===== src/rtl/alu_pkg.sv =====
// Shared ALU definitions: serial-subtract FSM states and the default datapath width.
package alu_pkg;

    typedef enum logic [1:0] {
        IDLE = 2'd0,
        RUN  = 2'd1,
        DONE = 2'd2
    } sub_state_t;

    localparam int ALU_WIDTH = 10;

endpackage


===== src/rtl/fullsub.sv =====
// One-bit full subtractor cell: dif = A - B - bin, bout set when the bit borrows.
// Purely combinational; no latency, no flow control.
module fullsub (
    output logic dif,
    output logic bout,
    input  logic A,
    input  logic B,
    input  logic bin
);

    assign dif  = A ^ B ^ bin;
    assign bout = (~A & B) | (~A & bin) | (B & bin);

endmodule


===== src/rtl/serial_sub_ctrl.sv =====
// Bit-serial subtractor: a - b - bin through one fullsub cell, LSB first.
// Latency WIDTH cycles from accept to done pulse; start is only taken in IDLE, never queued.
module serial_sub_ctrl
    import alu_pkg::*;
#(
    parameter int WIDTH = ALU_WIDTH
) (
    input  logic             clk,
    input  logic             rst,
    input  logic             start,
    input  logic [WIDTH-1:0] a,
    input  logic [WIDTH-1:0] b,
    input  logic             bin,
    output logic             busy,
    output logic             done,
    output logic [WIDTH-1:0] dif,
    output logic             bout,
    output logic             zero
);

    localparam int CW = $clog2(WIDTH);

    sub_state_t       state;
    sub_state_t       state_nxt;
    logic [WIDTH-1:0] a_sh;
    logic [WIDTH-1:0] b_sh;
    logic [WIDTH-1:0] r_sh;
    logic [WIDTH-1:0] r_nxt;
    logic             brw;
    logic [CW-1:0]    cnt;
    logic             cell_dif;
    logic             cell_bout;
    logic             last_bit;

    fullsub u_fullsub (
        .dif  (cell_dif),
        .bout (cell_bout),
        .A    (a_sh[0]),
        .B    (b_sh[0]),
        .bin  (brw)
    );

    assign last_bit = (cnt == CW'(WIDTH - 1));
    assign r_nxt    = {cell_dif, r_sh[WIDTH-1:1]};

    always_comb begin
        state_nxt = state;
        case (state)
            IDLE:    if (start) state_nxt = RUN;
            RUN:     if (last_bit) state_nxt = DONE;
            DONE:    state_nxt = IDLE;
            default: state_nxt = IDLE;
        endcase
    end

    always_ff @(posedge clk or posedge rst) begin
        if (rst) begin
            state <= IDLE;
        end else begin
            state <= state_nxt;
        end
    end

    // busy/done come from their own flops so no output decodes combinationally
    always_ff @(posedge clk or posedge rst) begin
        if (rst) begin
            busy <= 1'b0;
            done <= 1'b0;
        end else begin
            busy <= (state_nxt != IDLE);
            done <= (state_nxt == DONE);
        end
    end

    always_ff @(posedge clk or posedge rst) begin
        if (rst) begin
            a_sh <= '0;
            b_sh <= '0;
            r_sh <= '0;
            brw  <= 1'b0;
            cnt  <= '0;
            dif  <= '0;
            bout <= 1'b0;
            zero <= 1'b1;
        end else begin
            case (state)
                IDLE: begin
                    if (start) begin
                        a_sh <= a;
                        b_sh <= b;
                        brw  <= bin;
                        cnt  <= '0;
                    end
                end
                RUN: begin
                    a_sh <= {1'b0, a_sh[WIDTH-1:1]};
                    b_sh <= {1'b0, b_sh[WIDTH-1:1]};
                    r_sh <= r_nxt;
                    brw  <= cell_bout;
                    cnt  <= cnt + CW'(1);
                    // final bit: publish the assembled word and the borrow out of the MSB
                    if (last_bit) begin
                        dif  <= r_nxt;
                        bout <= cell_bout;
                        zero <= (r_nxt == '0);
                    end
                end
                default: ;
            endcase
        end
    end

endmodule


===== config.mk =====
export PLATFORM = sky130hd
export DESIGN_NAME = serial_sub_ctrl
export DESIGN_NICKNAME = d
export VERILOG_FILES = /design/src/rtl/alu_pkg.sv /design/src/rtl/fullsub.sv /design/src/rtl/serial_sub_ctrl.sv
export SDC_FILE = /design/constraint.sdc
export NUM_CORES = 1
export LEC_CHECK = 0
export ABC_AREA = 1
export ABC_CLOCK_PERIOD_IN_PS = 2300
export CAP_MARGIN = 15
export CORE_ASPECT_RATIO = 0.8
export CORE_UTILIZATION = 55
export CTS_BUF_LIST = sky130_fd_sc_hd__clkbuf_8 sky130_fd_sc_hd__clkbuf_16
export DETAILED_ROUTE_END_ITERATION = 6
export PLACE_DENSITY = 0.83
export SYNTH_ARGS = -nofsm -noshare
export SYNTH_HDL_FRONTEND = slang
export SYNTH_SLANG_ARGS = --single-unit

===== constraint.sdc =====
create_clock -name clk -period 2.3 [get_ports clk]
set_input_delay 0.46 -clock clk [delete_from_list [all_inputs] [get_ports clk]]
set_output_delay 0.46 -clock clk [all_outputs]
set_load 0.01 [all_outputs]

After elaboration in Yosys (flattened, before gate mapping):

Index checks and enable logic that the tools add are counted.

* $add $sub $neg: 1
* eq/ne operators: 4
* muxes and demuxes: 11
* bitwise logic cells: 8
* reductions and logical operators: 6

Operators with widths (number)
* 10-bit one-hot mux with 2 select lines: 2
* 10-bit two-way mux: 2
* 10-bit zero test: 1
* 4-bit one-hot mux with 2 select lines: 1
* 4-bit by 1-bit adder with 4-bit output (second input constant): 1
* 4-bit == test (second input constant): 1
* 2-bit two-way mux: 2
* 4-bit two-way mux: 1
* 2-bit one-hot mux with 2 select lines: 1
* 2-bit AND reduction: 2
* 2-bit nonzero test: 2
* 1-bit bitwise AND: 3
* 2-bit by 1-bit == test with 1-bit output (second input constant): 1
* 2-bit == test (second input constant): 1
* 2-bit zero test: 1
* 2-bit inequality test (second input constant): 1
* 1-bit bitwise OR: 2
* 1-bit one-hot mux with 2 select lines: 1
* 1-bit bitwise XOR: 2
* 1-bit two-way mux: 1
* 1-bit inverter: 1

* bits in registers: 51
* bits of input ports: 24
* output and inout port bits: 14
* logic and storage cells: 41

Longest topological paths before layout:

Gate-level depths: netlist (run 1).

* depth after elaboration: 5
* depth in mapped cells: 8

Cells and area by module:

Synthesis (run 1) repeated with hierarchy kept, for this count alone.

* cells, all modules: 233
* area total of the unflattened synthesis: 2204.6 µm²

By module, submodules not included
* serial_sub_ctrl: instances 1, cells an instance 230, area an instance 2177.1 µm²
* fullsub: instances 1, cells an instance 3, area an instance 27.5 µm²

Worst setup path before layout (run 1):

OpenSTA, ideal clock, no wires.

* path type: register to register
* start point: register brw
* end point: register zero
* arrival: 1.200 ns
* required time: 2.240 ns
* path slack: 1.039 ns
* cell stages (with the launch flop): 6
* path buffers: 0
* clock period less this slack: 1.261 ns
* cell sequence: dfrtp_1 fa_1 nand2_1 nor2_1 nand3_1 nand2_1

* word-level cells in the longest chain between the ends: 2

RTL lines
* start, declared: RTL line serial_sub_ctrl.sv:29 `logic brw;`
* start signal, assigned: RTL line serial_sub_ctrl.sv:91 `brw <= bin;`
* start signal, assigned: RTL line serial_sub_ctrl.sv:99 `brw <= cell_bout;`
* 1-bit bitwise XOR: RTL line fullsub.sv:11 `assign dif = A ^ B ^ bin;`
* 10-bit zero test: RTL line serial_sub_ctrl.sv:105 `zero <= (r_nxt == '0);`
* end signal, assigned: RTL line serial_sub_ctrl.sv:105
* end, declared: RTL line serial_sub_ctrl.sv:18 `output logic zero`

Every way passes these cells.
A chain may end at the register's enable or synchronous reset.

Final worst setup path (run 1):

* start point: register zero
* end point: output zero

No word-level cell between the ends.

==> reports/metrics.yaml, run 1 <==
run_status:
  status: "finished, violations left"
  violations: "design-rule violations"
clock_tree:
  clock_latency_ns: 0.30
  cts_resized: 0
  clkTransAtPathRegs_ns: 0.09
  root_buffer: "clkbuf_8"
  cts_setup_buffers: 0
  cts_tree: "done"
  cts_max_path_buffers: 2
  cts.htree.levels: 2
  hold_buffers: 0
  cts_made_buffers: 5
  cts_sinks: 50
yosys:
  seq_area_frac_synth_pct: 59.58
  synth_cells: 231
  ys_warn_count: 0
  syn_area_per_cell_um2: 9.100
  synth_nets: 258
  ys_seq_elements: 50
  ys_types: 21
  synthesis.area_um2: 2102
global_route:
  antenna_found_initial: 0
  grt_overflow: 0
  grt_pass1_vias: 1466
  grt_usage_pct: 21.02
  grt_max_degree: 32
  grt_pass1_wl_um: 6506
die:
  rows: 19
  core_area_um2: 3542
  io_pins: 38
  die_w_um: 71.12
  die_area_um2: 4075
  die_y_um: 57.30
  initial_core_util_pct: 59.34
detailed_routing:
  drc_errors: 2
  met2_length_um: 1702
  vias: 1586
  wire_per_inst_um: 12.01
  first_iter_violations: 144
  wl_met3_um: 148
  dr.pass1.iters: 7
  met1Wirelength_um: 1814
  finalWirelength_um: 3746
  routed_via_density: 5.083
  topRoutingLayerUsed: "met4"
  antenna_left: 0
pwr:
  p_per_area_nw_per_um2: 1273
  design_power_total_mw: 3.309
  ir_drop_mv: 0.7768
  power.leakage_nw: 1.237
flow_run:
  maxCapViolations: 0
timing:
  worst_clock_skew_ns: 0.009493
  period_needed_ns: 1.818
  worstMarginPinSlew_ns: 0.6153
  slew_viol_final: 0
  finalCritPeriodShare_pct: 79.02
  finalHoldViolCount: 0
  grt_setup_unrepaired: "no"
  fin_setup_tns_ns: 0
  max_clock_freq_ghz: 0.5502
  setup_viol: 0
  slew_headroom_pct: 58.88
worst_setup_path:
  worst-path-max-fanout: 2
  worstPathCellList: "clkdlybuf4s50_1"
  crit_slowest_cell: "dfstp_2"
  cp_top_family: "flip-flops"
  crit_buf_inv: 1
  end_kind: "output port"
  max_stage_delay_ns: 0.54
  critPathLaunchType: "flip-flop"
  cp.required_ns: 1.84
  path_class: "flip-flop to output port"
  crit_arrival_ns: 1.36
layout:
  final_common_cell: "nand2_1"
  final_util_pct: 73.37
  stdcell_area_um2: 2599
  drive_gt1_share_pct: 7.037
  nets: 296
  n_antenna_cell: 0
  final_cell_mix: "nand2_1 (87), dfrtp_1 (49), clkdlybuf4s50_1 (37)"
  area_delta_synth_final_pct: 23.63
placed_design:
  globalplace.congestion: 0.7788
  port_buffers: 37
  dpl_cell_area_um2: 2490
  dp_hpwl_um: 2632
worst_hold_path:
  holdCritPathClass: "primary input to async pin"
## state kept, by name (all words and copies together), names as in the netlist
| signal | count |
|---|---|
| a_sh | 10 |
| b_sh | 10 |
| bout | 1 |
| brw | 1 |
| busy | 1 |
| cnt | 4 |
| dif | 10 |
| done | 1 |
| r_sh | 9 |
| state | 2 |
| zero | 1 |
## metal layers
layer,track usage [%],up-vias
met3,4.417,9
met5,0,-
met1,30.18,734
li1,-,803
met4,9.429,0
met2,31.46,40
## layout make-up
type / instances / area, µm²
well taps: 42 / 52.55
repair buffers: 40 / 405.4
multi-input cells: 153 / 704.4
inverters: 19 / 75.07
fillers: 271 / 943.4
clock buffers: 5 / 68.82
flip-flops and latches: 50 / 1252
clock inverters: 3 / 40.04
## metrics by stage
step	setup WS [ns]	hold WS [ns]	cells
4_1_cts	0.4699	0.4757	312
3_5_place_dp	0.6082	0.4690	304
6_report	0.4825	0.4699	312
5_1_grt	0.4251	0.4971	312
3_3_place_gp	0.6458	0.4563	304
2_1_floorplan	0.6405	0.4422	231
## report_power, final
part / internal, mW / total (mW) / switching (mW)
combinational: 0.545 / 1.25 / 0.700
clock: 0.320 / 0.593 / 0.273
sequential: 1.25 / 1.47 / 0.218
total: 2.12 / 3.31 / 1.19
## kinds of logic after synthesis
kind of cell	share of synthesized area [%]
buffers and inverters	6.904
adders and majority gates	2.143
xor gates and xnor gates	0.4167
AOI/OAI and AO/OA	7.023
and+or+nand+nor	23.93
DFF	59.58
## final timing paths
path / slack, ns / startpoint / cells past startpoint / endpoint
max in group asynchronous: 1.25 / rst / 3 / zero
worst max-delay path: 0.48 / zero / 1 / zero
min in group clk: 0.48 / dif[4] / 2 / dif[4]
worst min register to register: 0.48 / dif[4] / 2 / dif[4]
worst min-delay path: 0.47 / rst / 2 / dif[4]
worst max register to register: 0.66 / cnt[1] / 7 / dif[8]
## synthesized netlist by cell type
master    count  area (µm²)
o211ai_1      2       15.01
inv_2         1       3.750
nand2_1      87       326.6
buf_6         4       45.04
o22ai_1       2       12.51
inv_4         1       6.260
inv_1        16       60.06
clkinv_2      1       5.000
xnor2_1       1       8.760
fa_1          1       20.02
nand2_2       2       12.51
o21ai_1       1       5.000
nand3_1      22       110.1
dfrtp_1      49        1226
nand2_8       1       20.02
nor2_1        9       33.78
buf_2         5       25.02
ha_1          2       25.02
o21ai_0      21       105.1
a21oi_1       2       10.01
dfstp_2       1       26.28
Power figures use the tool's default switching activity.
==> inputs of run 2 (changes only) <==
- ABC_CLOCK_PERIOD_IN_PS: 2300 -> 1800
- CORE_UTILIZATION: 55 -> 51
- PLACE_DENSITY: 0.83 -> 0.78
- clock period: 2.3 -> 1.8 ns (I/O delays scaled with it)
==> run 2 against run 1 <==
  * The run now ends clean
  * First-iteration DRC count down 57%
  * Clock power grew 12%
  * Flip-flop and latch count did not move
  * Total power up 27%
  * Die area is 7.6% higher
  * Cell area grew 1.9%
  * Worst setup slack worse by 0.39 ns
  * Clock-buffer cell count up 1
  * Non-clock buffer count grew 3
==> reports/metrics.yaml, run 2 (synthesized netlist as in run 1, its figures left out) <==
detailed_routing:
  dr.pass1.iters: 5  # was 7
  routed_via_density: 4.878  # was 5.083
  first_iter_violations: 62  # was 144
  finalWirelength_um: 3800  # was 3746 µm
  vias: 1600  # was 1586
  wire_per_inst_um: 11.59  # was 12.01 µm
  antenna_left: 0  # unchanged
  drc_errors: 0  # was 2
pwr:
  design_power_total_mw: 4.205  # was 3.309 mW
  p_per_area_nw_per_um2: 1588  # was 1273 nW/µm²
  ir_drop_mv: 1.114  # was 0.7768 mV
  power.leakage_nw: 1.249  # was 1.237 nW
clock_tree:
  cts_made_buffers: 5  # unchanged
  cts_sinks: 50  # unchanged
  cts_setup_buffers: 0  # unchanged
  root_buffer: "clkbuf_8"  # unchanged
  cts_tree: "done"  # unchanged
  hold_buffers: 0  # unchanged
  cts.htree.levels: 2  # unchanged
  cts_max_path_buffers: 2  # unchanged
  cts_resized: 0  # unchanged
  clkTransAtPathRegs_ns: 0.09  # about the same
  clock_latency_ns: 0.30  # about the same
timing:
  worstMarginPinSlew_ns: 0.3245  # was 0.6153 ns
  finalCritPeriodShare_pct: 94.75
  finalHoldViolCount: 0  # unchanged
  grt_setup_unrepaired: "no"  # unchanged
  slew_headroom_pct: 78.33  # was 58.88%
  period_needed_ns: 1.706
  fin_setup_tns_ns: 0  # unchanged
  postLayoutSetupSlackWorst_ns: 0.09444  # was 0.4825 ns
  max_clock_freq_ghz: 0.5863
  fin_hold_ws_ns: 0.3338  # was 0.4699 ns
  setup_viol: 0  # unchanged
  worst_clock_skew_ns: 0.007791  # was 0.009493 ns
  slew_viol_final: 0  # unchanged
die:
  die_area_um2: 4384  # was 4075 µm²
  io_pins: 38  # unchanged
  initial_core_util_pct: 54.19  # was 59.34%
  die_w_um: 73.78  # was 71.12 µm
  die_y_um: 59.42  # was 57.30 µm
  core_area_um2: 3879  # was 3542 µm²
  rows: 20  # was 19
global_route:
  grt_pass1_vias: 1418  # was 1466
  grt_pass1_wl_um: 6492  # was 6506 µm
  grt_overflow: 0  # unchanged
  grt_usage_pct: 20.10  # was 21.02%
  grt_max_degree: 22  # was 32
  antenna_found_initial: 0  # unchanged
worst_setup_path:
  crit_path_end: "zero"  # unchanged
  reg2reg_slack_ns: 0.33  # was 0.66 ns
  crit_buf_inv: 1  # unchanged
  r2r_cells: 8  # was 7
  cp_top_family: "flip-flops"  # unchanged
  worst-path-max-fanout: 2  # unchanged
  worstPathCellList: "clkdlybuf4s50_1"  # unchanged
  path_class: "flip-flop to output port"  # unchanged
  critPathLaunchType: "flip-flop"  # unchanged
  crit_arrival_ns: 1.35  # was 1.36 ns
  startpoint: "zero"  # unchanged
  r2r-start: "cnt[1]"  # unchanged
  crit_slowest_cell: "dfstp_2"  # unchanged
  worst_r2r_endpoint: "dif[3]"  # was dif[8]
  cp.required_ns: 1.44  # was 1.84 ns
  max_stage_delay_ns: 0.53  # was 0.54 ns
  end_kind: "output port"  # unchanged
  cp.depth: 1  # unchanged
placed_design:
  port_buffers: 37  # unchanged
  dpl_cell_area_um2: 2554  # was 2490 µm²
  dp_cells: 320  # was 304
  globalplace.congestion: 0.7764  # was 0.7788
  dp_hpwl_um: 2781  # was 2632 µm
  dp_worst_setup_slack_ns: 0.2018  # was 0.6082 ns
layout:
  final_util_pct: 68.29  # was 73.37%
  stdcell_area_um2: 2649  # was 2599 µm²
  reg_top3: "a_sh (10), b_sh (10), dif (10)"  # unchanged
  nFillCells: 324  # was 271
  nets: 299  # was 296
  final_cell_mix: "nand2_1 (87), dfrtp_1 (49), clkdlybuf4s50_1 (37)"  # unchanged
  n_antenna_cell: 0  # unchanged
  area_delta_synth_final_pct: 26.01  # was 23.63%
  drive_gt1_share_pct: 8.059  # was 7.037%
  final_common_cell: "nand2_1"  # unchanged
  final_cell_count_no_fill: 328  # was 312
worst_hold_path:
  holdCritPathClass: "primary input to async pin"  # unchanged
flow_run:
  maxCapViolations: 0  # unchanged
run_status:
  status: "complete, no violations"  # was finished, violations left
run 2: changes by cell type in the layout (fill, tap and decap cells not counted):
cell	previous run	this run
buf_12	1	3
buf_4	2	3
bufinv_16	1	0
clkbuf_8	5	6
clkinv_2	3	2
clkinvlp_4	0	1
run 2: area by class of cell:
type | instances | area [µm²] | share of cell area [%]
tap | 55 | 68.82 | 2.598
sequential | 50 | 1252 | 47.28
clock inverter | 2 | 12.51 | 0.4724
timing repair buffer | 43 | 452.9 | 17.10
inverter | 19 | 75.07 | 2.834
clock buffer | 6 | 82.58 | 3.118
multi-input combinational | 153 | 704.4 | 26.59
run 2: report_power, final:
part | internal [mW] | switching, mW | total, mW
combinational | 0.748 | 0.912 | 1.66
sequential | 1.60 | 0.278 | 1.88
clock | 0.309 | 0.357 | 0.666
run 2: worst min path at each step:
stage	cells after the start	startpoint	endpoint
detailed placement	2	b_sh[9]	b_sh[9]
global route	2	rst	bout
finish	2	rst	brw
global placement	2	b_sh[9]	b_sh[9]
CTS	2	rst	r_sh[7]
floorplan	2	b_sh[9]	b_sh[9]
run 2: routing by layer:
layer | vias up | wire length, µm | track usage [%]
met4 | 0 | 44 | 7.418
met3 | 4 | 119 | 4.082
met2 | 32 | 1688 | 29.23
met5 | - | 0 | 0
met1 | 758 | 1948 | 30.00
li1 | 806 | - | -
